### src/rtl/mul_ctrl.sv
`default_nettype none
// ============================================================================
// mul_ctrl : sequencer wrapping a fixed-latency unsigned 32x32 multiplier
//            (sign handling, launch, result capture, response handshake)
// Revision   : 1.0
// ============================================================================
module mul_ctrl #(
  parameter int unsigned LATENCY = 3
) (
  input  logic        clk,
  input  logic        rst,
  input  logic        req_valid,
  output logic        req_ready,
  input  logic [1:0]  req_op,
  input  logic [31:0] req_rs1,
  input  logic [31:0] req_rs2,
  input  logic [4:0]  req_tag,
  input  logic        flush,
  output logic [31:0] dp_a,
  output logic [31:0] dp_b,
  output logic        dp_start,
  input  logic [63:0] dp_product,
  output logic        resp_valid,
  input  logic        resp_ready,
  output logic [31:0] resp_data,
  output logic [4:0]  resp_tag
);

  localparam logic [1:0] OP_MUL    = 2'b00;
  localparam logic [1:0] OP_MULH   = 2'b01;
  localparam logic [1:0] OP_MULHSU = 2'b10;
  localparam logic [3:0] LAT       = 4'(LATENCY);

  typedef enum logic [1:0] {
    IDLE = 2'd0,
    BUSY = 2'd1,
    DONE = 2'd2
  } state_t;

  state_t      state;
  state_t      state_nxt;
  logic [3:0]  cnt;
  logic [1:0]  op;
  logic        neg;
  logic        accept;
  logic        finish;
  logic        rs1_signed;
  logic        rs2_signed;
  logic [31:0] mag1;
  logic [31:0] mag2;
  logic        neg_nxt;
  logic [63:0] prod_fix;
  logic [31:0] sel_word;

  // The datapath is unsigned; operands go in as magnitudes and the sign is
  // reapplied to the full 64-bit product on capture.
  always_comb begin
    rs1_signed = (req_op == OP_MULH) || (req_op == OP_MULHSU);
    rs2_signed = (req_op == OP_MULH);
    mag1       = (rs1_signed && req_rs1[31]) ? (32'd0 - req_rs1) : req_rs1;
    mag2       = (rs2_signed && req_rs2[31]) ? (32'd0 - req_rs2) : req_rs2;
    neg_nxt    = (rs1_signed & req_rs1[31]) ^ (rs2_signed & req_rs2[31]);
  end

  assign req_ready  = (state == IDLE) && !flush;
  assign accept     = req_valid && req_ready;
  assign dp_start   = (state == BUSY) && (cnt == 4'd0);
  assign resp_valid = (state == DONE);
  assign finish     = (state == BUSY) && !flush && (cnt == LAT);
  assign prod_fix   = neg ? (64'd0 - dp_product) : dp_product;
  assign sel_word   = (op == OP_MUL) ? prod_fix[31:0] : prod_fix[63:32];

  always_comb begin
    state_nxt = state;
    case (state)
      IDLE: if (accept) state_nxt = BUSY;
      BUSY: begin
        if (flush)           state_nxt = IDLE;
        else if (cnt == LAT) state_nxt = DONE;
      end
      DONE: if (flush || resp_ready) state_nxt = IDLE;
      default: state_nxt = IDLE;
    endcase
  end

  always_ff @(posedge clk or posedge rst) begin
    if (rst) begin
      state     <= IDLE;
      cnt       <= 4'd0;
      op        <= 2'd0;
      neg       <= 1'b0;
      dp_a      <= 32'd0;
      dp_b      <= 32'd0;
      resp_data <= 32'd0;
      resp_tag  <= 5'd0;
    end else begin
      state <= state_nxt;
      if (accept) begin
        cnt      <= 4'd0;
        op       <= req_op;
        neg      <= neg_nxt;
        dp_a     <= mag1;
        dp_b     <= mag2;
        resp_tag <= req_tag;
      end else if (state == BUSY) begin
        cnt <= cnt + 4'd1;
      end
      if (finish) resp_data <= sel_word;
    end
  end

endmodule
`default_nettype wire

### config.mk
export PLATFORM = sky130hd
export DESIGN_NAME = mul_ctrl
export DESIGN_NICKNAME = d
export VERILOG_FILES = /design/src/rtl/mul_ctrl.sv
export SDC_FILE = /design/constraint.sdc
export NUM_CORES = 1
export LEC_CHECK = 0
export CAP_MARGIN = 0
export CORE_MARGIN = 2
export CORE_UTILIZATION = 32
export DETAILED_ROUTE_END_ITERATION = 10
export SKIP_LAST_GASP = 1
export SLEW_MARGIN = 20
export SYNTH_ARGS = -nofsm -noshare
export SYNTH_HDL_FRONTEND = slang
export SYNTH_SLANG_ARGS = --single-unit
export TNS_END_PERCENT = 20
### constraint.sdc
create_clock -name clk -period 5.4 [get_ports clk]
set_clock_uncertainty 0.15 [all_clocks]
set_input_delay 1.08 -clock clk [delete_from_list [all_inputs] [get_ports clk]]
set_output_delay 1.08 -clock clk [all_outputs]
set_load 0.01 [all_outputs]
# Yosys cells after proc, flatten, opt, wreduce, memory -nomap -nowiden
# Cells that the tools add are included.
[word_totals]
register_bits = 110
in_bits = 140
elab_cells = 49
[op_classes]
n_addsub = 4
eq_ne = 8
muxes = 11
bitwise_logic = 3
n_reduce_logical = 15
[ops]
columns = ["op", "n"]
rows = [
  ["$mux 32", 3],
  ["$mux 64", 1],
  ["$sub 1x32->32 const A", 2],
  ["$sub 1x64->64 const A", 1],
  ["$mux 2", 4],
  ["$mux 4", 2],
  ["$logic_and 1x1->1", 7],
  ["$pmux 2 s3", 1],
  ["$add 4x1->4 const B", 1],
  ["$eq 2x1->1 const B", 2],
  ["$eq 2x2->1 const B", 2],
  ["$eq 4x2->1 const B", 1],
  ["$logic_not 2->1", 2],
  ["$logic_not 4->1", 1],
  ["$ne 3x2->1 const B", 1],
  ["$reduce_and 3->1", 1],
  ["$and 1x1->1", 2],
  ["$logic_or 1x1->1", 2],
  ["$ne 2x1->1 const B", 1],
  ["$ne 2x2->1 const B", 1],
  ["$reduce_bool 2->1", 1],
  ["$logic_not 1->1", 1],
  ["$xor 1x1->1", 1],
]

# Depth between registers and ports, before layout
[depth]
ltp_word = 5
ltp_mapped = 8
mapped_depth_nobuf = 8

# Least setup slack after synthesis
# No wires, ideal clock.
[synth_path]
path_type = "input to register"
startpoint = "input port dp_product[39]"
endpoint = "register resp_data[19]"
setup_ns = 0.082
arrival_ns = 3.184
setup_slack_ns = 1.984
cell_stages = 7
path_buffers = 1
path_cell_list = "or4_1 buf_2 or4_4 or4_4 o311ai_2 o21ai_1 a22oi_2"
[synth_between]
elab_chain_cells = 3
[synth_rtl]
columns = ["item", "line", "source"]
rows = [
  ["start: declaration", "22", "input logic [63:0] dp_product,"],
  ["$sub 1x64->64", "70", "assign prod_fix = neg ? (64'd0 - dp_product) : dp_product;"],
  ["$mux 64", "70", ""],
  ["$mux 32", "71", "assign sel_word = (op == OP_MUL) ? prod_fix[31:0] : prod_fix[63:32];"],
  ["end signal: assignment", "108", "if (finish) resp_data <= sel_word;"],
  ["end: declaration", "25", "output logic [31:0] resp_data,"],
]
# No other way between the ends.
# A chain may end at the register's enable or synchronous reset.

# Worst setup path after layout
[layout_path]
startpoint = "input port dp_product[14]"
endpoint = "register resp_data[10]"
# The elaborated chain is that of the path after synthesis.

==> results.py <==
metrics = {
    "synthesis": {
        "synth.avg_cell_area_um2": 8.207,
        "syn_area_um2": 7452,
        "synth_edf_count": 0,
        "syn_inst": 908,
        "ys.flop_type": "dfrtp_1",
        "ys_ff_latch": 110,
        "synthesis.nets": 1054,
        "async_flop_share_pct": 100.0,
        "synth_cell_types": 65,
        "synth-seq-area-share_pct": 36.94,
        "synth_warnings": 0,
    },
    "sta": {
        "maxSlewHeadroom_pct": 34.23,
        "hold_viol_final": 0,
        "setup_slack_ns": 1.491,
        "tightest_slew_ns": 0.9866,
        "finalCriticalPeriod_ns": 3.909,
        "fmax_ghz": 0.2558,
        "period_share_pct": 72.40,
        "setup_violations": 0,
        "rsz0062_at_grt": "false",
        "fin_tns_setup_ns": 0,
        "slew_viol_final": 0,
    },
    "setup_path": {
        "startpoint_type": "input port",
        "critical_path.reg2reg.startpoint": "neg$_DFFE_PP0P_",
        "r2r_slack_ns": 2.32,
        "cp.required_ns": 5.45,
        "arrival_ns": 3.96,
        "rr_endpoint": "resp_data[10]$_DFFE_PP0P_",
        "cp-end-kind": "register",
        "crit_type": "input port to register",
        "reg2reg_depth": 7,
        "path_max_fanout": 8,
    },
    "floorplan": {
        "fp.dieW_um": 156.6,
        "start_util_pct": 32.72,
        "core.rowCount": 55,
        "die-area_um2": 24530,
        "ios": 244,
        "core_area_um2": 22780,
        "die_h_um": 156.6,
    },
    "worst_hold_path": {
        "hold_end": "dp_a[18]$_DFFE_PP0P_",
        "holdCritStartpoint": "dp_a[18]$_DFFE_PP0P_",
        "holdCritPathClass": "register to register",
        "hold_depth": 2,
    },
    "place": {
        "portBuffers": 243,
        "dp_hpwl_mm": 20.23,
        "dpl_worst_slack_ns": 1.125,
        "gp_congestion": 0.9335,
        "place_inst": 1431,
    },
    "routing": {
        "drt_iter0_drc": 564,
        "drc": 0,
        "via_per_inst": 5.269,
        "first_pass_iters": 5,
        "wl_mm": 26.69,
        "routedWlPerCell_um": 18.45,
        "drtAntennaViolNets": 0,
        "num_vias": 7624,
    },
    "power": {
        "peakVddDrop_mv": 0.1555,
        "static-leakage-power_nw": 3.987,
        "powerDensity_nw_per_um2": 344.3,
    },
    "clock_tree": {
        "clock_latency_ns": 0.35,
        "clockRootBuffer": "clkbuf_16",
        "holdBufCountCts": 0,
        "cts_max_path_buffers": 2,
        "cts.sinks": 110,
        "cts_resized": 0,
        "ctsHtreeMaxLevel": 3,
        "cts_setup_buffers": 0,
        "clk_pin_slew_ns": 0.08,
        "cts_tree": "done",
        "numCtsBuffers": 9,
    },
    "finish": {
        "diodes": 0,
        "final_util_pct": 46.02,
        "drive_above_1_share_pct": 4.409,
        "seq_area_um2": 2753,
        "synthToLayoutAreaGrowth_pct": 40.67,
        "stdcell_count": 1447,
        "final_nets": 1275,
        "fill_cells": 2286,
        "multi_input_area_um2": 4468,
    },
    "global_routing": {
        "antenna_found_initial": 0,
        "grt_start_max_net_pins": 112,
        "grt-busiest-layer": "met2",
        "grt_first_pass_wirelength_mm": 41.22,
        "grt_overflow_total": 0,
        "use_met1_pct": 28.07,
        "globalRouteMet2Util_pct": 34.91,
        "grt_use_met3_pct": 6.369,
        "track_usage_pct": 21.60,
        "first_global_vias": 7433,
    },
    "run": {
        "max_cap_violations": 0,
    },
    "status": {
        "status": "complete, no violations",
    },
}
==> metal layers <==
| layer | vias to the layer above | wire length, µm |
|---|---|---|
| li1 | 3744 | - |
| met1 | 3517 | 11510 |
| met2 | 330 | 12060 |
| met3 | 33 | 2582 |
| met4 | 0 | 536 |
| met5 | - | 0 |
==> placed cells by master (no fill, tap or decap), types with 16 or more instances in the layout <==
cell type,Yosys,routed
clkdlybuf4s50_1,0,243
nand2_1,152,151
nor2_1,65,65
or3_1,19,19
nand3_1,16,16
xor2_1,60,60
o31ai_1,28,28
nor3_1,25,25
o21ai_0,111,111
nor4_1,20,20
xnor2_1,41,41
a21oi_1,27,27
or4_1,18,18
dfrtp_1,110,110
==> how the worst max path moves through the flow <==
stage	to	from	slack, ns	cells past startpoint
after floorplan	cnt[0]$_DFFE_PP0P_	rst	1.27	1
after global placement	resp_data[25]$_DFFE_PP0P_	dp_product[29]	1.20	7
after detailed placement	resp_data[10]$_DFFE_PP0P_	dp_product[14]	1.12	7
after CTS	resp_data[10]$_DFFE_PP0P_	dp_product[14]	1.52	7
after global routing	resp_data[10]$_DFFE_PP0P_	dp_product[14]	1.31	7
final	resp_data[10]$_DFFE_PP0P_	dp_product[14]	1.49	7
==> logic make-up after synthesis <==
group	after synthesis	synth area share [%]
AO/OA/AOI/OAI	244	20.47
flip-flops	110	36.94
XOR/XNOR	101	11.87
AND/OR/NAND/NOR	374	24.88
buffers and inverters	61	3.207
multiplexers	12	1.629
adder cells (fa/ha/maj)	6	1.007
==> final cells by class <==
cell class                 instances  share of cell area [%]
multi-input combinational        737                   42.62
timing repair buffer             256                   24.13
clock buffer                      10                   2.184
inverter                          15                  0.5610
sequential                       110                   26.26
clock inverter                     6                  0.5013
tap                              313                   3.736
==> metrics by stage <==
| stage | area [µm²] | hold WS, ns | total power [mW] |
|---|---|---|---|
| 2_1_floorplan | 7452 | 0.3109 | 2.032 |
| 3_3_place_gp | 10200 | 0.3107 | 2.947 |
| 3_5_place_dp | 10200 | 0.3166 | 2.950 |
| 4_1_cts | 10480 | 0.3375 | 3.645 |
| 5_1_grt | 10480 | 0.3467 | 3.852 |
| 6_report | 10480 | 0.3318 | 3.610 |
==> synth_stat cells, types with 6 or more instances <==
library cell,instances,share of area (%)
dfrtp_1,110,37
ha_1,6,1.0
a31oi_1,15,1.3
nor2_1,65,3.3
nand4_1,12,1.0
or3_1,19,1.6
xnor2_1,41,4.8
nand3_1,16,1.1
or4_1,18,1.8
inv_1,14,0.71
o21ai_0,111,7.5
nor3_1,25,1.7
nor4_1,20,1.7
nand2b_1,7,0.59
o31ai_1,28,2.8
nand2_1,152,7.7
o41ai_1,15,1.8
a21oi_1,27,1.8
clkbuf_1,42,2.1
o221ai_1,6,0.71
a22oi_1,7,0.71
xor2_1,60,7.1
mux2i_1,11,1.5
==> flip-flops by register name (all words and copies together) (netlist names) <==
signal	cells
dp_b	32
resp_data	32
resp_tag	5
state	2
op	2
dp_a	32
neg	1
cnt	4
==> power by group <==
group          leakage (nW)  internal (mW)  switching [mW]  total [mW]
Sequential             1.39           1.11           0.173        1.28
Clock                 0.137          0.324           0.359       0.682
Combinational          2.46          0.849           0.800        1.65
==> worst max-delay path: stages <==
cell	delay (ns)
clkdlybuf4s50_1	0.51
nor4_1	0.48
nand4_1	0.43
or4_1	0.71
nor4_1	0.38
mux2i_1	0.23
o221ai_1	0.13
(Power assumes the default switching activity.)
